**src/rtl/button_debounce.sv**
```systemverilog
// ============================================================================
// button_debounce : two-flop synchroniser, stability counter, rising-edge pulse
// Rev 1.0
// ============================================================================
`default_nettype none

module button_debounce #(
   parameter int DB_CYCLES = 250000
) (
   input  logic i_clk,
   input  logic i_rst,
   input  logic i_btn,
   output logic o_level,
   output logic o_rise
);

   localparam int CW = $clog2(DB_CYCLES);
   localparam logic [CW-1:0] CNT_LAST = CW'(DB_CYCLES - 1);

   logic          sync1;
   logic          sync2;
   logic [CW-1:0] cnt;

   always_ff @(posedge i_clk) begin
      if (i_rst) begin
         sync1   <= 1'b0;
         sync2   <= 1'b0;
         cnt     <= '0;
         o_level <= 1'b0;
         o_rise  <= 1'b0;
      end else begin
         sync1  <= i_btn;
         sync2  <= sync1;
         o_rise <= 1'b0;
         // cnt tracks how long sync2 has disagreed with the accepted level
         if (sync2 == o_level) begin
            cnt <= '0;
         end else if (cnt == CNT_LAST) begin
            cnt     <= '0;
            o_level <= sync2;
            o_rise  <= sync2;
         end else begin
            cnt <= cnt + 1'b1;
         end
      end
   end

endmodule

`default_nettype wire

```
**config.mk**
```make
export PLATFORM = sky130hd
export DESIGN_NAME = button_debounce
export DESIGN_NICKNAME = d
export VERILOG_FILES = /design/src/rtl/button_debounce.sv
export SDC_FILE = /design/constraint.sdc
export NUM_CORES = 1
export LEC_CHECK = 0
export ABC_AREA = 0
export BUFFER_PORTS_ARGS = -buffer_cell sky130_fd_sc_hd__buf_2
export CAP_MARGIN = 10
export CORE_UTILIZATION = 30
export DETAILED_ROUTE_END_ITERATION = 8
export PLACE_DENSITY_LB_ADDON = 0.1
export SLEW_MARGIN = 30
export SYNTH_ARGS = -nofsm -noshare
export SYNTH_HDL_FRONTEND = slang
export SYNTH_SLANG_ARGS = --single-unit
```
**constraint.sdc**
```tcl
create_clock -name i_clk -period 2.1 [get_ports i_clk]
set_input_delay 0.525 -clock i_clk [delete_from_list [all_inputs] [get_ports i_clk]]
set_output_delay 0.525 -clock i_clk [all_outputs]
set_load 0.1 [all_outputs]
```
### Word-level counts from Yosys, hierarchy flattened

Index checks and enable logic that the tools add are counted.

| word-level totals | value |
|---|---|
| bits in registers | 22 |
| input port bits | 3 |
| logic and storage cells | 13 |

| cells by class | value |
|---|---|
| add/sub/neg operators | 1 |
| eq/ne operators | 2 |
| bitwise gates (word level) | 2 |
| reductions and logical operators | 3 |

Operators with widths:

| kind | count |
|---|---|
| $add A18 B1 Y18 const B | 1 |
| $eq A18 B18 Y1 const B | 1 |
| $reduce_or A3 Y1 | 2 |
| $not A1 Y1 | 2 |
| $reduce_and A2 Y1 | 1 |
| $eq A1 B1 Y1 | 1 |

### Depth between registers and ports, before layout

| depth | value |
|---|---|
| word-level depth | 3 |
| mapped depth | 6 |
| mapped depth without buffers | 5 |

### Least setup slack after synthesis

No wires, ideal clock.

| path | value |
|---|---|
| path type | register to register |
| start point | register o_level |
| end point | register cnt[16] |
| data arrival time | 1.594 ns |
| data required time | 1.985 ns |
| setup slack | 0.392 ns |
| stages on the path, launching flop included | 6 |
| buffers on the path | 1 |
| path through | dfxtp_1 > xnor2_1 > nor2_1 > o21ai_2 > buf_4 > nor2_1 |

| between the ends | value |
|---|---|
| word-level cells in the longest chain between the ends | 2 |

Ends and longest elaborated chain:

| what | line | text |
|---|---|---|
| from (decl) | 13 | `output logic o_level,` |
| from (signal assigned) | 40 | `o_level <= sync2;` |
| $eq A1 B1 Y1 | 36 | `if (sync2 == o_level) begin` |
| $reduce_or A3 Y1 (no line) | n/a |  |
| to (signal assigned) | 43 | `cnt <= cnt + 1'b1;` |
| to (decl) | 22 | `logic [CW-1:0] cnt;` |

Every way passes these cells.
A chain may end at the register's enable or synchronous reset.

### Final worst setup path

| path | value |
|---|---|
| start point | register o_level |
| end point | output port o_level |

No word-level cell between the ends.

==> results.py <==
metrics = {
    "outcome": {
        "status": "complete, no violations",
    },
    "setup_path": {
        "arrival_ns": 1.16,
        "cp_slowest_stage_delay_ns": 0.45,
        "worstPathCellList": "buf_2",
        "reg2reg_depth": 4,
        "r2r_end": "cnt[17]$_SDFF_PP0_",
        "path_buf_inv": 1,
        "cp_max_fo": 4,
        "r2r_slack_ns": 0.44,
        "start_kind": "register",
        "r2r-start": "cnt[2]$_SDFF_PP0_",
        "worstPathRequired_ns": 1.57,
        "setup.worst_path.class": "reg2out",
        "end_kind": "output port",
        "slowest_stage": "buf_2",
        "critPathTopFamily": "buffers and inverters",
    },
    "synth": {
        "avgSynthCellArea_um2": 9.11,
        "synth.top_cell.area_share": 0.456,
        "ys_warn_count": 0,
        "synthAdderAreaFrac": 0.0130,
        "synth.distinct_cells": 27,
        "muxShareOfSynthArea": 0,
        "synth_top_family_by_area": "simple AND/OR/NAND/NOR gates",
        "synth_edf_count": 0,
        "async_flop_share": 0,
        "yosysSeqAreaShare": 0.456,
        "yosys.area_share.simple": 0.326,
        "synthTopCellsByArea": "dfxtp_1 46%, xnor2_1 14%, nor2_1 7.4%, nor4_1 4.5%, nand4_1 3.2%",
        "syn_area_um2": 966,
        "synthCells": 106,
        "syn_nets": 110,
        "synth_ff_type": "dfxtp_1",
        "synthXorXnorAreaFrac": 0.145,
        "ys_seq_elements": 22,
        "synth.largest_area_cell": "dfxtp_1",
        "synth_compound_area_frac": 0.0324,
    },
    "placed_design": {
        "gp_congestion": 0.808,
        "hpwl_um": 1330,
        "port_buffers": 4,
        "placed_cells": 153,
    },
    "power_and_ir_drop": {
        "power.share.switching": 0.208,
        "power_density_nw_per_um2": 584,
        "switchingPower_uw": 129,
        "p_int_uw": 490,
        "ir_drop_mv": 0.299,
        "p_leak_uw": 0.000309,
        "p_seq_frac": 0.680,
        "clkPwrFrac": 0.304,
        "combPwrFrac": 0.016,
    },
    "global_route": {
        "grt_usage": 0.131,
        "grt_max_degree": 18,
        "antenna_found_initial": 0,
        "grt.overflow.total": 0,
        "grt_pass1_vias": 684,
        "grt_pass1_wl_um": 3350,
    },
    "final_layout": {
        "mostFrequentLayoutCell": "dfxtp_1",
        "nNetsFinal": 118,
        "layout_common_cells": "22 x dfxtp_1, 19 x nor2_1, 15 x xnor2_1, 7 x nor4_1",
        "n_antenna_cell": 0,
        "finalNonFillerCells": 156,
        "drive_gt1_frac": 0.107,
        "synthToLayoutAreaGrowth_pct": 9.72,
    },
    "floorplan": {
        "die_y_um": 58.7,
        "core_um2": 3050,
        "pin_count": 5,
        "fp-row-count": 20,
        "die_w_um": 58.7,
        "start_util": 0.316,
        "die-area_um2": 3450,
    },
    "drt": {
        "drt-met1-wl_um": 991,
        "dr_wl_met2_um": 774,
        "wl_met3_um": 77,
        "route.detailed.drc": 0,
        "drt-initial-drc-count": 54,
        "dr.pass1.iters": 4,
        "wl_per_cell_um": 11.9,
        "vias": 750,
        "ant_nets": 0,
        "viasPerCell": 4.81,
        "top_layer": "met4",
        "drt_wl_total_um": 1850,
    },
    "clocking": {
        "cts-root-buf": "clkbuf_4",
        "cts_sinks": 22,
        "cts_max_level": 1,
        "cts_tree": "done",
        "cts_buffers": 3,
        "clock_latency_ns": 0.30,
        "clk_pin_slew_ns": 0.11,
        "post_cts_buffers": 0,
        "ctsHoldBuffers": 0,
        "post_cts_resized": 0,
        "clockBufferDepth": 2,
    },
    "timing": {
        "setup_tns_ns": 0,
        "hold_viol_final": 0,
        "worst_pin_slew_ns": 0.483,
        "fmax_ghz": 0.593,
        "hold_slack_ns": 0.435,
        "rsz0062_at_grt": "false",
        "period_needed_ns": 1.69,
        "maxSlewHeadroom": 0.680,
        "period_share": 0.804,
        "drv_slew": 0,
        "setup_violations": 0,
        "skew_ns": 0.00224,
    },
    "hold_path": {
        "min_path_cells": 2,
        "whs_endpoint": "o_level$_SDFFE_PP0P_",
        "hold_start": "i_rst",
        "min_path_type": "in2reg",
    },
    "flow_run": {
        "cap_violations": 0,
    },
}
-- power groups by stage --
| stage | clock network (uW) | logic, uW | registers [uW] |
|---|---|---|---|
| CTS | 201 | 10.0 | 421 |
| finish | 188 | 9.91 | 421 |
| global placement | 0 | 9.85 | 430 |
| floorplan | 0 | 5.46 | 430 |
| detailed placement | 0 | 10.0 | 430 |
| global route | 222 | 11.1 | 422 |
-- synthesized netlist by cell type, drive strengths merged (2+ instances only) --
library cell  instances
a21oi                 2
dfxtp                22
inv                   4
nand2                 3
nand3                 5
nand4                 7
nor2                 19
nor2b                 3
nor3                  4
nor4                  7
nor4b                 2
o21ai                 2
or3                   2
xnor2                15
-- routing by layer --
metal | global-route usage | up-vias
li1 | - | 389
met1 | 0.190 | 347
met2 | 0.188 | 12
met3 | 0.0396 | 2
met4 | 0.0306 | 0
met5 | 0 | -
-- through the flow --
| stage | cell area, um2 | power [uW] | utilization | setup WS (ns) |
|---|---|---|---|---|
| after floorplan | 966 | 436 | - | 0.392 |
| after global placement | 1040 | 440 | 0.340 | 0.404 |
| after detailed placement | 1040 | 440 | 0.340 | 0.435 |
| after CTS | 1060 | 633 | 0.347 | 0.387 |
| after global routing | 1060 | 655 | 0.347 | 0.247 |
| final | 1060 | 619 | 0.347 | 0.413 |
-- layout make-up --
class                           instances  area (um2)
Inverter                                4        15.0
Sequential cell                        22         440
Multi-Input combinational cell         78         499
Clock buffer                            3        22.5
Fill cell                             351        1990
Tap cell                               44        55.1
Timing Repair Buffer                    5        27.5
-- flip-flops by register name, indices dropped and copies added (netlist names) --
signal,flops
sync2,1
o_level,1
cnt,18
o_rise,1
sync1,1
-- worst max-delay path by stage --
| stage | from | to | slack, ns | cells past startpoint |
|---|---|---|---|---|
| final | o_level$_SDFFE_PP0P_ | o_level | 0.41 | 1 |
| after global routing | cnt[0]$_SDFF_PP0_ | cnt[14]$_SDFF_PP0_ | 0.25 | 5 |
| after CTS | cnt[0]$_SDFF_PP0_ | cnt[12]$_SDFF_PP0_ | 0.39 | 5 |
| after detailed placement | cnt[0]$_SDFF_PP0_ | cnt[14]$_SDFF_PP0_ | 0.44 | 5 |
| after global placement | cnt[0]$_SDFF_PP0_ | cnt[12]$_SDFF_PP0_ | 0.40 | 5 |
| after floorplan | o_level$_SDFFE_PP0P_ | cnt[16]$_SDFF_PP0_ | 0.39 | 5 |
-- kinds of logic (layout without fill, tap and decap cells) --
group / count (synthesis) / after routing
AND/OR/NAND/NOR: 56 / 56
flip-flops: 22 / 22
XOR/XNOR: 16 / 16
buffers and inverters: 6 / 12
AO/OA/AOI/OAI: 5 / 5
adder cells (fa/ha/maj): 1 / 1
Power figures use the tool's default switching activity.
